[src/rtl/lsu.sv]
// RV32I load/store unit: one aligned data-memory access per request, with
// lane steering for stores, extension for loads and fault/timeout reporting.
//
// state  | meaning
// -------+------------------------------------------------------------------
// IDLE   | waiting for req; request fields are latched on acceptance
// ACCESS | strobe held until mem_ready or timeout; strobe low = fault pending
// RESP   | done (and fault) asserted for one cycle, then back to IDLE
module lsu #(
   parameter int WAIT_MAX = 255
) (
   input  logic        clk,
   input  logic        rst_n,
   input  logic        req,
   input  logic        we,
   input  logic [2:0]  fn3,
   input  logic [31:0] addr,
   input  logic [31:0] wdata,
   output logic        busy,
   output logic        done,
   output logic        fault,
   output logic [31:0] rdata,
   output logic [31:0] mem_addr,
   output logic        mem_rd,
   output logic        mem_wr,
   output logic [3:0]  mem_wmask,
   output logic [31:0] mem_wdata,
   input  logic [31:0] mem_rdata,
   input  logic        mem_ready
);

   typedef enum logic [1:0] {IDLE, ACCESS, RESP} state_t;

   localparam logic [7:0] WAIT_LD = 8'(WAIT_MAX);

   state_t      state;
   logic        we_q;
   logic [2:0]  fn3_q;
   logic [1:0]  off_q;
   logic [7:0]  cnt;

   logic        legal;
   logic        misal;
   logic        ok;
   logic [3:0]  wmask_n;
   logic [31:0] wdata_n;
   logic [31:0] shifted;
   logic [7:0]  byte_sel;
   logic [15:0] half_sel;
   logic [31:0] load_ext;
   logic        strobe;

   always_comb begin
      legal   = 1'b0;
      misal   = 1'b0;
      wmask_n = 4'b0000;
      wdata_n = wdata;
      if (we)
         legal = (fn3 == 3'b000) || (fn3 == 3'b001) || (fn3 == 3'b010);
      else
         legal = (fn3 == 3'b000) || (fn3 == 3'b001) || (fn3 == 3'b010) ||
                 (fn3 == 3'b100) || (fn3 == 3'b101);
      case (fn3[1:0])
         2'b00: begin
            wmask_n = 4'b0001 << addr[1:0];
            wdata_n = {4{wdata[7:0]}};
         end
         2'b01: begin
            misal   = addr[0];
            wmask_n = 4'b0011 << addr[1:0];
            wdata_n = {2{wdata[15:0]}};
         end
         default: begin
            misal   = (addr[1:0] != 2'b00);
            wmask_n = 4'b1111;
            wdata_n = wdata;
         end
      endcase
      ok = legal && !misal;
   end

   // Extension is applied straight to the bus word so rdata lands with done.
   always_comb begin
      shifted  = mem_rdata >> {off_q, 3'b000};
      byte_sel = shifted[7:0];
      half_sel = off_q[1] ? mem_rdata[31:16] : mem_rdata[15:0];
      case (fn3_q)
         3'b000:  load_ext = {{24{byte_sel[7]}}, byte_sel};
         3'b001:  load_ext = {{16{half_sel[15]}}, half_sel};
         3'b100:  load_ext = {24'h000000, byte_sel};
         3'b101:  load_ext = {16'h0000, half_sel};
         default: load_ext = mem_rdata;
      endcase
   end

   assign strobe = mem_rd || mem_wr;

   always_ff @(posedge clk or negedge rst_n) begin
      if (!rst_n) begin
         state     <= IDLE;
         busy      <= 1'b0;
         done      <= 1'b0;
         fault     <= 1'b0;
         rdata     <= 32'h0;
         mem_addr  <= 32'h0;
         mem_rd    <= 1'b0;
         mem_wr    <= 1'b0;
         mem_wmask <= 4'b0000;
         mem_wdata <= 32'h0;
         we_q      <= 1'b0;
         fn3_q     <= 3'b000;
         off_q     <= 2'b00;
         cnt       <= 8'h00;
      end else begin
         case (state)
            IDLE: begin
               if (req) begin
                  state     <= ACCESS;
                  busy      <= 1'b1;
                  we_q      <= we;
                  fn3_q     <= fn3;
                  off_q     <= addr[1:0];
                  mem_addr  <= {addr[31:2], 2'b00};
                  mem_wdata <= wdata_n;
                  mem_wmask <= (we && ok) ? wmask_n : 4'b0000;
                  mem_rd    <= !we && ok;
                  mem_wr    <= we && ok;
                  cnt       <= WAIT_LD;
               end
            end
            ACCESS: begin
               if (strobe && mem_ready) begin
                  mem_rd <= 1'b0;
                  mem_wr <= 1'b0;
                  rdata  <= we_q ? 32'h0 : load_ext;
                  fault  <= 1'b0;
                  done   <= 1'b1;
                  state  <= RESP;
               end else if (strobe) begin
                  // terminal count: drop strobes, the next cycle reports the fault
                  if (cnt == 8'd1) begin
                     mem_rd <= 1'b0;
                     mem_wr <= 1'b0;
                  end
                  cnt <= cnt - 8'd1;
               end else begin
                  rdata <= 32'h0;
                  fault <= 1'b1;
                  done  <= 1'b1;
                  state <= RESP;
               end
            end
            RESP: begin
               done      <= 1'b0;
               fault     <= 1'b0;
               busy      <= 1'b0;
               mem_wmask <= 4'b0000;
               state     <= IDLE;
            end
            default: state <= IDLE;
         endcase
      end
   end

endmodule
[config.mk]
export PLATFORM = sky130hd
export DESIGN_NAME = lsu
export DESIGN_NICKNAME = d
export VERILOG_FILES = /design/src/rtl/lsu.sv
export SDC_FILE = /design/constraint.sdc
export NUM_CORES = 1
export LEC_CHECK = 0
export CAP_MARGIN = 20
export CORE_MARGIN = 5
export CORE_UTILIZATION = 30
export DETAILED_ROUTE_END_ITERATION = 8
export PLACE_DENSITY = 0.7
export SYNTH_ARGS = -nofsm -noshare
export SYNTH_HDL_FRONTEND = slang
export SYNTH_SLANG_ARGS = --single-unit
[constraint.sdc]
create_clock -name clk -period 1.7 [get_ports clk]
set_input_delay 0.34 -clock clk [delete_from_list [all_inputs] [get_ports clk]]
set_output_delay 0.34 -clock clk [all_outputs]
set_load 0.01 [all_outputs]
Word-level counts from Yosys, hierarchy flattened
Index checks and enable logic that the tools add are counted.
{"block": "op_classes", "add_sub_neg": 1, "reduce_logical": 26, "n_mux": 34, "eq_ne": 18, "shift": 3}
{"cell": "one-hot mux 32 bit (4 select lines)", "n": 1}
{"cell": "2-to-1 mux 32 bit", "n": 3}
{"cell": "one-hot mux 32 bit (2 select lines)", "n": 1}
{"cell": ">> shifter 32 x 5 -> 8 bit", "n": 1}
{"cell": "2-to-1 mux 8 bit", "n": 3}
{"cell": "2-to-1 mux 16 bit", "n": 1}
{"cell": "one-hot mux 4 bit (2 select lines)", "n": 2}
{"cell": "one-hot mux 8 bit (2 select lines)", "n": 1}
{"cell": "== test 3 bit, second input constant", "n": 4}
{"cell": "one-hot mux 1 bit (2 select lines)", "n": 6}
{"cell": "2-to-1 mux 1 bit", "n": 10}
{"cell": "AND reduction 2 bit", "n": 5}
{"cell": "!= test 3 bit, second input constant", "n": 3}
{"cell": "== test 8 x 1 -> 1 bit, second input constant", "n": 1}
{"cell": "2-to-1 mux 4 bit", "n": 2}
{"cell": "AND reduction 4 bit", "n": 2}
{"cell": "nonzero test 2 bit", "n": 4}
{"cell": "subtractor 8 x 1 -> 8 bit, second input constant", "n": 1}
{"cell": "== test 3 x 1 -> 1 bit, second input constant", "n": 2}
{"cell": "logical NOT 3 bit", "n": 2}
{"cell": "2-to-1 mux 2 bit", "n": 3}
{"cell": "!= test 2 bit, second input constant", "n": 3}
{"cell": "logical OR 1 bit", "n": 5}
{"cell": "== test 2 x 1 -> 1 bit, second input constant", "n": 2}
{"cell": "other kinds (9)", "n": 14}
{"block": "totals", "output_inout_bits": 105, "elab_cells": 96, "reg_bits": 119, "inputBits": 104}

Longest topological paths before layout
Gate-level depths: netlist of run 1.
{"block": "logic_depth", "word_depth": 11, "mapped_depth": 7, "depth_no_buf": 5}

Worst setup path after synthesis of run 1
No wires, ideal clock.
{"block": "synth_path", "path_kind": "register -> register", "from": "reg off_q[0]", "to": "reg rdata[15]", "setup_slack_ps": 93, "stages_incl_launch_ff": 5, "arrival_time_ps": 1486, "t_required_ps": 1579, "setup_time_ps": 121, "period_less_slack_ps": 1607, "n_path_buf": 0, "cell_sequence": "dfrtp_1 mux2_2 a22o_4 a221o_1 a22o_1"}
{"block": "synth_between", "elab_chain_cells": 4}
{"element": "start: declaration", "line_no": "39", "source": "logic [1:0] off_q;"}
{"element": "start signal: assignment", "line_no": "122", "source": "off_q <= addr[1:0];"}
{"element": ">> shifter 32 x 5 -> 8 bit", "line_no": "84", "source": "shifted = mem_rdata >> {off_q, 3'b000};"}
{"element": "one-hot mux 32 bit (4 select lines)", "line_no": "87", "source": "case (fn3_q)"}
{"element": "2-to-1 mux 32 bit", "line_no": "135", "source": "rdata <= we_q ? 32'h0 : load_ext;"}
{"element": "2-to-1 mux 32 bit", "line_no": "132", "source": "if (strobe && mem_ready) begin"}
{"element": "end signal: assignment", "line_no": "135"}
{"element": "end: declaration", "line_no": "22", "source": "output logic [31:0] rdata,"}
No other way between the ends.
A chain may end at the register's enable or synchronous reset.

Final worst setup path of run 1
{"block": "layout_path", "from": "reg off_q[0]", "to": "reg rdata[8]"}
Same word-level chain as after synthesis.

==> flow_summary_export.csv, run 1 <==
group,metric,value,unit
status,status,"finished, final reports clean",
clock_network,cts.sinks,119,
layout,final_util,49.2,%
layout,drive_gt1_share,14.8,%
route,drtIter0Drc,221,
route,dr.pass1.iters,4,
global_route,antenna_found_initial,0,
synth,netlist_area,5630,um^2
timing,setup_ws,0.0171,ns
job,maxCapViolations,0,
clock_network,path_clk_slew,0.06,ns
power,p_per_area,1660,nW/um^2
power,p_sw,0.00530,W
placed_design,finalWeightedCongestion,0.829,
synth,yosys.area.top_type,"dfrtp_1",
power,switching_share,34.9,%
timing,period_needed,1.68,ns
critical_path,worstPathArrival,1.97,ns
global_route,overflow,0,
layout,layout_common_cells,"185 x nand2_1, 161 x clkdlybuf4s50_1, 118 x dfrtp_1",
clock_network,root_buffer,"clkbuf_16",
clock_network,cts.path.max_buffers,2,
die,die_area,21600,um^2
timing,fin_setup_tns,0,ns
synth,synth_edf_count,0,
placed_design,pre_cts_slack,-0.343,ns
placed_design,place.port_buffers,206,
timing,hold_violations,0,
global_route,grtUsageMet1,22.3,%
die,dieHeight,147,um
clock_network,clk_latency,0.41,ns
synth,yosys_warnings,0,
route,vias,5185,
synth,yosys_most_used_dff,"dfrtp_1",
route,drtAntennaViolNets,0,
synth,synthTopCellsByArea,"dfrtp_1 53%, nand2_1 12%, mux2i_1 4.4%",
critical_path,cp-end-kind,"flip-flop",
global_route,grt.met2_usage,26.3,%
global_route,globalRoute.busiestLayer,"met2",
global_route,grt_max_degree,57,
global_route,track_usage,17.0,%
layout,nets,959,
layout,syn_to_final_growth,62.4,%
layout,diodes,0,
placed_design,hpwl,13.2,mm
critical_path,cp-start-kind,"flip-flop",
timing,finalSetupViolations,0,
die,core_area,18600,um^2
die,die_width,147,um
die,row_count,50,
timing,finalMaxSlewViolations,0,
timing,max_freq,0.594,GHz
critical_path,critPathMaxFanout,4,
die,io_pins,209,
worst_hold_path,holdCritPathClass,"in2async",
clock_network,cts_tree,"done",
critical_path,startpoint,"off_q[0]$_DFFE_PN0P_",
power,seqPwrFrac,30.9,%
timing,grt_setup_unrepaired,"true",
layout,final_common_cell,"nand2_1",
power,peakVddDrop,0.000796,V
global_route,met3_usage,6.72,%
synth,syn_inst,603,
synth,yosysSeqAreaShare,52.9,%
route,viasPerCell,4.71,
timing,hold_ws,0.348,ns
clock_network,cts_buffers,17,
route,drcViolationCount,0,
synth,yosys.area.top_type_share,52.9,%
power,p_int,0.00988,W
synth,synth_cell_types,52,
timing,fin_worst_skew,0.00936,ns
critical_path,worstSetupPathType,"reg2reg",
critical_path,crit_required,1.99,ns
route,post_drt_wl_per_cell,16.6,um
die,start_util,30.3,%
synth,avgSynthCellArea,9.33,um^2
global_route,grt_pass1_wl,29.4,mm
route,wl,18.3,mm
clock_network,h-tree-depth,4,
power,leakage,4.57,nW
power,total_power,0.0152,W
timing,fin_crit_sh,99.0,%
synth,async_reset_ff_share,100,%
critical_path,r2r-start,"off_q[0]$_DFFE_PN0P_",
global_route,grt_pass1_vias,5330,
synth,synth-seq-cells,119,
power,pwr-share-comb,44.2,%
power,power_frac_clock,24.9,%
==> synth_stat cells, types with 3 or more instances <==
master and count:
o22ai_1 7, nand2_1 186, a21oi_1 20, and2_1 9, o21ai_2 9, a22o_1 4, nor2b_1 19, a32o_1 8
a211o_1 7, and4_1 3, buf_2 8, a31oi_1 3, mux2_2 8, mux2i_1 25, buf_1 8, and3_1 3
dfrtp_1 119, inv_1 6, o21ai_1 30, o21ai_0 31, nor2_1 24, clkbuf_1 18, nand2b_1 9
==> cell type report <==
type | instances | area (um^2)
fill | 1705 | 9440
clock buffer | 20 | 467
tap | 234 | 293
multi-input combinational | 441 | 2510
timing repair buffer | 266 | 2710
sequential | 119 | 2980
clock inverter | 12 | 150
inverter | 8 | 30.0
==> worst max-delay path: stages, from the launching register on <==
cell,delay (ns)
dfrtp_2,0.43
mux2_4,0.33
a22o_2,0.30
mux2_2,0.27
a32o_1,0.24
==> what timing repair did <==
item,4_1_cts,5_1_grt
hold endpoints to repair,39,0
buffers inserted,0,0
hold buffers,1,0
cloned,0,1
gates resized for setup,14,37
endpoints found under the setup margin,14,45
pin swaps,2,3
==> routing by layer <==
layer	vias up	routed length (um)
met3	15	1810
met4	0	221
met2	205	8270
met5	-	0
li1	2540	-
met1	2425	8000
==> kinds of logic (layout without fill, tap and decap cells) <==
family                     count (synthesis)  count (layout)  synth area share [%]
DFF                                      119             119                  52.9
muxes                                     36              36                  6.71
and+or+nand+nor                          269             269                  21.3
buffers and inverters                     45             306                  3.45
AOI/OAI and AO/OA                        131             132                  15.1
other                                      1               2                0.0666
adders and majority gates                  2               2                 0.445
==> state kept, by name, indices dropped and copies added (netlist names) <==
register   count
mem_rd         1
rdata         32
mem_wr         1
mem_wmask      4
fn3_q          3
state          2
fault          1
mem_addr      30
cnt            8
off_q          2
we_q           1
mem_wdata     32
busy           1
done           1
==> final timing paths <==
check                                     endpoint  slack (ns)  depth (start not counted)
setup / recovery              rdata[8]$_DFFE_PN0P_        0.02                          4
hold / removal                    done$_DFFE_PN0P_        0.35                          2
setup reg to reg              rdata[8]$_DFFE_PN0P_        0.02                          4
hold reg to reg            mem_addr[9]$_DFFE_PN0P_        0.47                          2
max in group asynchronous     off_q[0]$_DFFE_PN0P_        0.79                          3
min in group clk           mem_addr[2]$_DFFE_PN0P_        0.45                          3
==> power by group through the flow <==
| stage | logic (W) | clock network, W | registers [W] |
|---|---|---|---|
| after floorplan | 0.00259 | 0 | 0.00513 |
| after global placement | 0.00682 | 0 | 0.00470 |
| after detailed placement | 0.00688 | 0 | 0.00473 |
| after CTS | 0.00684 | 0.00387 | 0.00471 |
| after global routing | 0.00735 | 0.00400 | 0.00486 |
| final | 0.00671 | 0.00378 | 0.00469 |
==> per-stage QoR <==
stage	instance area, um^2	instances
after floorplan	5630	604
after global placement	8410	1066
after detailed placement	8410	1066
after CTS	9020	1099
after global routing	9140	1100
final	9140	1100
(Power assumes the default switching activity.)
==> run 2, diff against run 1 <==
--- a/config.mk
+++ b/config.mk
@@ -7,9 +7,9 @@
 export LEC_CHECK = 0
 export CAP_MARGIN = 20
 export CORE_MARGIN = 5
-export CORE_UTILIZATION = 30
+export CORE_UTILIZATION = 40
 export DETAILED_ROUTE_END_ITERATION = 8
-export PLACE_DENSITY = 0.7
+export PLACE_DENSITY = 0.86
 export SYNTH_ARGS = -nofsm -noshare
 export SYNTH_HDL_FRONTEND = slang
 export SYNTH_SLANG_ARGS = --single-unit
==> flow_summary_export.csv, run 2 (synthesized netlist as in run 1, its figures left out) <==
group,metric,value,unit
timing,fin_worst_skew,0.0111,ns
timing,max_freq,0.596,GHz
placed_design,post_dp_cell_area,8370,um^2
route,wl,18.3,mm
timing,max-slew-margin-rel,66.7,%
route,dr.pass1.iters,4,
clock_network,path_clk_slew,0.06,ns
clock_network,clk_latency,0.42,ns
timing,fin_crit_sh,98.7,%
critical_path,crit_buf_inv,0,
critical_path,cp_top_family,"multiplexers",
global_route,grt_pass1_vias,5509,
global_route,antenna_found_initial,0,
layout,layout_common_cells,"185 x nand2_1, 149 x clkdlybuf4s50_1, 118 x dfrtp_1",
layout,diodes,0,
timing,grt_setup_unrepaired,"true",
layout,reg_top3,"mem_wdata: 32 flops, rdata: 32 flops, mem_addr: 30 flops",
power,leakage,4.82,nW
die,die_area,16500,um^2
critical_path,slowest_stage,"dfrtp_1",
global_route,track_usage,22.0,%
route,drtIter0Drc,278,
critical_path,critPathMaxFanout,5,
timing,fin_setup_tns,0,ns
critical_path,r2r_cells,4,
route,viasPerCell,5.11,
clock_network,cts_setup_buffers,0,
die,die_width,129,um
timing,finalMaxSlewViolations,0,
clock_network,cts.sinks,119,
placed_design,hpwl,13.2,mm
global_route,overflow,0,
layout,nets,964,
global_route,grt_pass1_wl,28.4,mm
global_route,grt_max_degree,48,
critical_path,r2r-start,"off_q[0]$_DFFE_PN0P_",
critical_path,r2r_slack,0.02,ns
global_route,grtUsageMet1,26.7,%
layout,drive_gt1_share,15.4,%
clock_network,root_buffer,"clkbuf_16",
route,post_drt_wl_per_cell,17.4,um
critical_path,worstPathArrival,1.98,ns
critical_path,crit_required,2.00,ns
global_route,grt.met2_usage,35.7,%
route,drtAntennaViolNets,0,
critical_path,r2r_end,"rdata[8]$_DFFE_PN0P_",
timing,hold_violations,0,
die,row_count,43,
route,vias,5372,
die,start_util,40.7,%
layout,design_area,9110,um^2
timing,hold_ws,0.398,ns
critical_path,cp-start-kind,"flip-flop",
clock_network,cts.path.max_buffers,2,
critical_path,crit_chain,"mux2_4, a22o_4, mux2_2, a32o_1",
worst_hold_path,holdCritPathClass,"in2async",
layout,final_common_cell,"nand2_1",
placed_design,place.port_buffers,206,
clock_network,cts_tree,"done",
power,total_power,0.0149,W
critical_path,cp-end-kind,"flip-flop",
die,core_area,13800,um^2
layout,syn_to_final_growth,61.9,%
die,dieHeight,129,um
job,maxCapViolations,0,
critical_path,worstSetupPathType,"reg2reg",
status,status,"finished, final reports clean",
die,io_pins,209,
timing,worst_slew_pin_slew,0.500,ns
power,p_per_area,1640,nW/um^2
timing,period_needed,1.68,ns
clock_network,h-tree-depth,4,
critical_path,critPathMaxStageDelay,0.42,ns
global_route,globalRoute.busiestLayer,"met2",
route,drcViolationCount,0,
power,peakVddDrop,0.000936,V
clock_network,cts_buffers,17,
timing,finalSetupViolations,0,
placed_design,finalWeightedCongestion,0.815,
global_route,met3_usage,8.84,%
## run 2: cell count changes in the layout (fill, tap and decap cells not counted), moves of 4 or more
cell             delta
dlymetal6s2s_1     +16
clkdlybuf4s50_1    -12
buf_4               +6
clkinv_4            +4
dlygate4sd2_1       -4
## run 2: cell type report
type	count	area (um^2)
Fill cell	1084	4710
Sequential cell	119	2980
Timing Repair Buffer	271	2780
Multi-Input combinational cell	441	2520
Clock buffer	19	453
Tap cell	180	225
Clock inverter	13	124
Inverter	8	30.0
## run 2: layer usage
metal	wire length, um	vias up
met2	8790	197
met5	0	-
met1	7340	2587
li1	-	2561
met4	356	0
met3	1780	27
## run 2: worst max path at each step
stage                                     from                    end  slack [ns]  cells past startpoint
after detailed placement         mem_rdata[31]  rdata[17]$_DFFE_PN0P_       -0.38                      7
after global routing      off_q[0]$_DFFE_PN0P_   rdata[9]$_DFFE_PN0P_       -0.01                      4
after CTS                 rdata[6]$_DFFE_PN0P_               rdata[6]      0.0002                      1
after floorplan           off_q[0]$_DFFE_PN0P_  rdata[15]$_DFFE_PN0P_        0.09                      4
final                     off_q[0]$_DFFE_PN0P_   rdata[8]$_DFFE_PN0P_        0.02                      4
after global placement           mem_rdata[31]  rdata[18]$_DFFE_PN0P_       -0.32                      7
## run 2: power by group
part | switching [W] | leakage (nW) | internal (W)
logic | 0.00330 | 3.05 | 0.00348
clock network | 0.00136 | 0.276 | 0.00210
registers | 0.000733 | 1.49 | 0.00397
## run 2: per-stage QoR
step / worst slack, ns / cells / util [%]
6_report: 0.0221 / 1051 / 65.9
4_1_cts: 0.000240 / 1050 / 64.8
3_3_place_gp: -0.318 / 1017 / 60.5
2_1_floorplan: 0.0927 / 604 / -
3_5_place_dp: -0.378 / 1017 / 60.5
5_1_grt: -0.0141 / 1051 / 65.9
## run 2: repair_timing
| action | in CTS | in global routing |
|---|---|---|
| endpoints found under the setup margin | 22 | 58 |
| pin swaps | 2 | 5 |
| endpoints found under the hold margin | 26 | 0 |
| gates resized for setup | 13 | 53 |
| gates cloned | 0 | 1 |
| hold buffers | 1 | 0 |
==> run 3, diff against run 2 <==
--- a/config.mk
+++ b/config.mk
@@ -7,9 +7,11 @@
 export LEC_CHECK = 0
 export CAP_MARGIN = 20
 export CORE_MARGIN = 5
-export CORE_UTILIZATION = 40
+export CORE_UTILIZATION = 54
 export DETAILED_ROUTE_END_ITERATION = 8
-export PLACE_DENSITY = 0.86
+export DONT_BUFFER_PORTS = 1
+export HOLD_SLACK_MARGIN = 0.06
+export PLACE_DENSITY = 0.82
 export SYNTH_ARGS = -nofsm -noshare
 export SYNTH_HDL_FRONTEND = slang
 export SYNTH_SLANG_ARGS = --single-unit
==> flow_summary_export.csv, run 3 (synthesized netlist as in run 1, its figures left out) <==
group,metric,value,unit
clock_network,cts_buffers,17,
clock_network,cts_hold_buf,89,
layout,drive_gt1_share,13.7,%
layout,diodes,0,
critical_path,r2r-start,"off_q[0]$_DFFE_PN0P_",
critical_path,worstSetupPathType,"reg2reg",
route,vias,5131,
power,seqPwrFrac,41.8,%
global_route,overflow,0,
route,wl_met3,2.12,mm
route,viasPerCell,5.99,
route,routed.top_layer,"met4",
layout,syn_to_final_growth,32.9,%
layout,reg_top3,"mem_wdata: 32 flops, rdata: 32 flops, mem_addr: 30 flops",
global_route,track_usage,28.8,%
timing,finalSetupViolations,0,
power,peakVddDrop,0.00104,V
timing,worst_slew_pin_slew,0.907,ns
critical_path,critPathMaxFanout,5,
layout,final_common_cell,"nand2_1",
clock_network,h-tree-depth,4,
timing,finalMaxSlewViolations,0,
power,p_int,0.00809,W
timing,period_needed,1.68,ns
power,switching_share,38.8,%
route,drtAntennaViolNets,0,
route,drtIter0Drc,510,
timing,max-slew-margin-rel,39.3,%
timing,fin_worst_skew,0.0136,ns
power,leakage,3.55,nW
timing,hold_ws,-0.482,ns
route,wl_met1,6.56,mm
critical_path,worstPathArrival,2.07,ns
global_route,grt_max_degree,120,
die,row_count,37,
placed_design,pre_cts_slack,-0.0257,ns
route,wl,18.1,mm
die,die_width,112,um
critical_path,crit_required,2.09,ns
worst_hold_path,holdCritPathClass,"in2async",
route,post_drt_wl_per_cell,21.1,um
critical_path,startpoint,"off_q[0]$_DFFE_PN0P_",
power,p_sw,0.00512,W
die,io_pins,209,
die,core_area,10200,um^2
status,violations,"hold timing",
layout,nets,814,
clock_network,root_buffer,"clkbuf_8",
critical_path,cp-end-kind,"flip-flop",
layout,final_util,73.1,%
die,die_area,12600,um^2
placed_design,finalWeightedCongestion,0.843,
timing,setup_ws,0.0153,ns
clock_network,path_clk_slew,0.06,ns
status,status,"finished, violations left",
timing,hold_violations,119,
route,drcViolationCount,0,
timing,max_freq,0.594,GHz
timing,grt_setup_unrepaired,"true",
power,power_frac_clock,28.6,%
route,dr.pass1.iters,5,
clock_network,cts.path.max_buffers,2,
die,start_util,55.0,%
placed_design,place.port_buffers,0,
clock_network,cts_tree,"done",
placed_design,hpwl,10.8,mm
power,pwr-share-comb,29.6,%
clock_network,cts.sinks,119,
job,maxCapViolations,0,
global_route,grt_pass1_vias,5490,
global_route,grt_pass1_wl,28.8,mm
power,p_per_area,1770,nW/um^2
route,wl_met2,8.82,mm
timing,fin_crit_sh,99.1,%
critical_path,cp-start-kind,"flip-flop",
clock_network,clk_latency,0.51,ns
layout,layout_common_cells,"185 x nand2_1, 118 x dfrtp_1, 89 x dlygate4sd3_1",
global_route,antenna_found_initial,0,
die,dieHeight,112,um
==> run 3: cell types whose count changed in the layout (fill, tap and decap cells not counted), moves of 4 or more <==
cell / delta
dlygate4sd2_1: -9
buf_12: -6
dlygate4sd3_1: +88
dlymetal6s2s_1: -47
clkdlybuf4s50_1: -149
inv_6: +4
buf_4: -27
==> run 3: what timing repair did <==
item	in CTS	in global routing
buffers inserted	1	7
pin swaps	0	3
resized for setup	2	5
endpoints found under the hold margin	214	119
gates cloned	0	1
setup endpoints to repair	17	9
==> run 3: final cells by class <==
class                      count  area [um^2]
clock buffer                  17          414
sequential                   119         2980
inverter                       8         30.0
clock inverter                15          216
fill                         634         2750
timing repair buffer         121         1180
tap                          136          170
multi-input combinational    441         2490
==> run 3: per-stage QoR <==
| step | power [W] | cells | TNS [ns] | instance area, um^2 |
|---|---|---|---|---|
| CTS | 0.0129 | 849 | 0 | 7410 |
| floorplan | 0.00771 | 604 | 0 | 5630 |
| detailed placement | 0.00887 | 727 | -0.239 | 5870 |
| global placement | 0.00865 | 727 | 0 | 5870 |
| finish | 0.0132 | 857 | 0 | 7480 |
| global route | 0.0139 | 857 | -0.0175 | 7480 |
==> run 3: layer usage <==
metal	up-vias	GRT usage, %
met4	0	13.0
met3	54	11.8
met5	-	0
li1	2255	-
met1	2498	32.4
met2	324	47.9
==> run 3: worst paths after layout <==
kind / endpoint / slack (ns) / depth (start not counted)
worst min-delay path: rdata[16]$_DFFE_PN0P_ / -0.48 / 0
min in group clk: mem_wdata[26]$_DFFE_PN0P_ / 0.07 / 2
max in group asynchronous: rdata[23]$_DFFE_PN0P_ / 2.01 / 0
worst max-delay path: rdata[15]$_DFFE_PN0P_ / 0.02 / 4
worst min register to register: mem_wdata[30]$_DFFE_PN0P_ / 0.55 / 2
worst max register to register: rdata[15]$_DFFE_PN0P_ / 0.02 / 4
==> run 3: power by group through the flow <==
stage	combinational, W	clock, W	sequential (W)
2_1_floorplan	0.00259	0	0.00513
3_3_place_gp	0.00318	0	0.00548
3_5_place_dp	0.00338	0	0.00549
4_1_cts	0.00359	0.00384	0.00548
5_1_grt	0.00432	0.00396	0.00564
6_report	0.00391	0.00378	0.00552
==> run 3: worst max-delay path: stages, from the launching register on <==
cell,delay (ns)
dfrtp_1,0.42
mux2_4,0.34
a22o_4,0.30
a221o_1,0.32
a22o_1,0.19
==> RTL edit: new RTL, config.mk and constraints of run 2 <==
Put one more register stage on the output `fault`. The value now appears one clock later. The other outputs are not delayed to match. Comments in the files are not updated.
--- a/src/rtl/lsu.sv
+++ b/src/rtl/lsu.sv
@@ -33,4 +33,6 @@
 
    localparam logic [7:0] WAIT_LD = 8'(WAIT_MAX);
+
+   logic fault_s0;
 
    state_t      state;
@@ -101,5 +103,5 @@
          busy      <= 1'b0;
          done      <= 1'b0;
-         fault     <= 1'b0;
+         fault_s0  <= 1'b0;
          rdata     <= 32'h0;
          mem_addr  <= 32'h0;
@@ -134,5 +136,5 @@
                   mem_wr <= 1'b0;
                   rdata  <= we_q ? 32'h0 : load_ext;
-                  fault  <= 1'b0;
+                  fault_s0 <= 1'b0;
                   done   <= 1'b1;
                   state  <= RESP;
@@ -146,5 +148,5 @@
                end else begin
                   rdata <= 32'h0;
-                  fault <= 1'b1;
+                  fault_s0 <= 1'b1;
                   done  <= 1'b1;
                   state <= RESP;
@@ -153,5 +155,5 @@
             RESP: begin
                done      <= 1'b0;
-               fault     <= 1'b0;
+               fault_s0  <= 1'b0;
                busy      <= 1'b0;
                mem_wmask <= 4'b0000;
@@ -163,3 +165,7 @@
    end
 
+   always_ff @(posedge clk) begin
+      fault <= fault_s0;
+   end
+
 endmodule
Function: changed (a bounded check fails within 4 cycles, from zero or initial values and one cycle with rst_n low).
==> RTL edit against run 2 <==
  * Power is 4.0% lower
  * Setup slack improved by 0.010 ns
  * Routed wire length fell by 3.2%
  * Design area decreased by 3.8%
  * Synthesized area fell by 1.8%
  * Largest cell class unchanged
  * Clock power is 7.2% higher
  * Sequential cell count increased by 1
  * Sequential share of layout area increased by 1.5 points
  * Utilization decreased by 2.0 points
  * Global-route usage is essentially flat
  * Combinational power down 13%
  * Count of clock-buffer cells in the layout is 1 higher
==> RTL edit: results (changes against run 2) <==
Status
  – Status: finished clean

STA
  – Skew final: 0.00880 ns (-0.00227 ns)

Yosys
  – Yosys cell types: 54 (+3.8%)
  – Dominant cells by area after synthesis: dfrtp_1, nand2_1, mux2i_1
  – Syn Area/Cell: 9.65 µm² (+3.4%)
  – Sequential area share after synthesis: 54.2% (+1.3 points)

Global routing
  – Global-route track usage on met1: 26.3% (-0.41 points)
  – Largest net degree at the start of global routing: 70 (+46%)
  – Routing usage on met2: 35.4% (-0.31 points)

Finish
  – Fillers: 1,057 (-2.5%)
  – Fraction of layout cells with a size suffix above 1: 12.1% (-3.3 points)

Route
  – Initial DRC count: 273 (-1.8%)
  – DRT Pass-1 Iters: 5 (+1)
  – Vias: 5,184 (-3.5%)
  – WL/cell: 17.7 µm (+1.8%)
  – WL met1: 6970 µm (-5.0%)

Placed design
  – Inst Count DP: 965 (-5.1%)
  – Dpl hpwl: 13,200 µm (-0.31%)
  – Worst slack, placed: -0.263 ns (+0.115 ns)
  – Placer Congestion: 0.850 (+4.3%)

Worst setup path
  – Slowest stage delay, CP: 0.54 ns (+0.12 ns)
  – Crit. Startpoint: mem_wr
  – CP max-delay cell: clkdlybuf4s50_1

Pwr
  – Peak VDD IR: 0.886 mV (-5.4%)
  – Leakage: 4.47 nW (-7.4%)
## RTL edit: how the worst min path moves through the flow
| stage | endpoint | slack [ns] | depth (start not counted) |
|---|---|---|---|
| 2_1_floorplan | busy | 0.04 | 0 |
| 3_3_place_gp | rdata[20] | 0.26 | 1 |
| 3_5_place_dp | rdata[16] | 0.26 | 1 |
| 4_1_cts | rdata[20] | 0.37 | 2 |
| 5_1_grt | rdata[20] | 0.40 | 2 |
| 6_report | rdata[20] | 0.38 | 2 |
## RTL edit: layout make-up
cell class | count | area [µm²] | area share, %
well taps | 180 | 225 | 2.57
multi-input cells | 409 | 2310 | 26.4
clock inverters | 12 | 149 | 1.70
flip-flops and latches | 120 | 3000 | 34.2
inverters | 10 | 37.5 | 0.428
clock buffers | 20 | 467 | 5.32
repair buffers | 249 | 2570 | 29.4
## RTL edit: cells by family after synthesis
kind of cell,after synthesis,share of synthesized area [%]
adder cells (fa/ha/maj),2,0.453
buffers and inverters,45,4.30
AND/OR/NAND/NOR,238,18.2
AO/OA/AOI/OAI,132,16.0
flip-flops,120,54.2
multiplexers,35,6.72
other,1,0.0678
## RTL edit: metrics by stage
stage	TNS, ns	hold slack, ns
6_report	0	0.382
5_1_grt	0	0.398
4_1_cts	0	0.370
3_5_place_dp	-8.80	0.262
3_3_place_gp	-5.35	0.261
2_1_floorplan	0	0.0444
## RTL edit: where the power goes
part	internal (W)	switching, W
logic	0.00297	0.00293
registers	0.00399	0.000744
clock network	0.00241	0.00129
## RTL edit: repair_timing
item                                    CTS  global route
endpoints found under the setup margin   17            62
hold buffers                              1             0
hold endpoints to repair                 22             0
resized for setup                        12            42
buffers inserted                          2             0
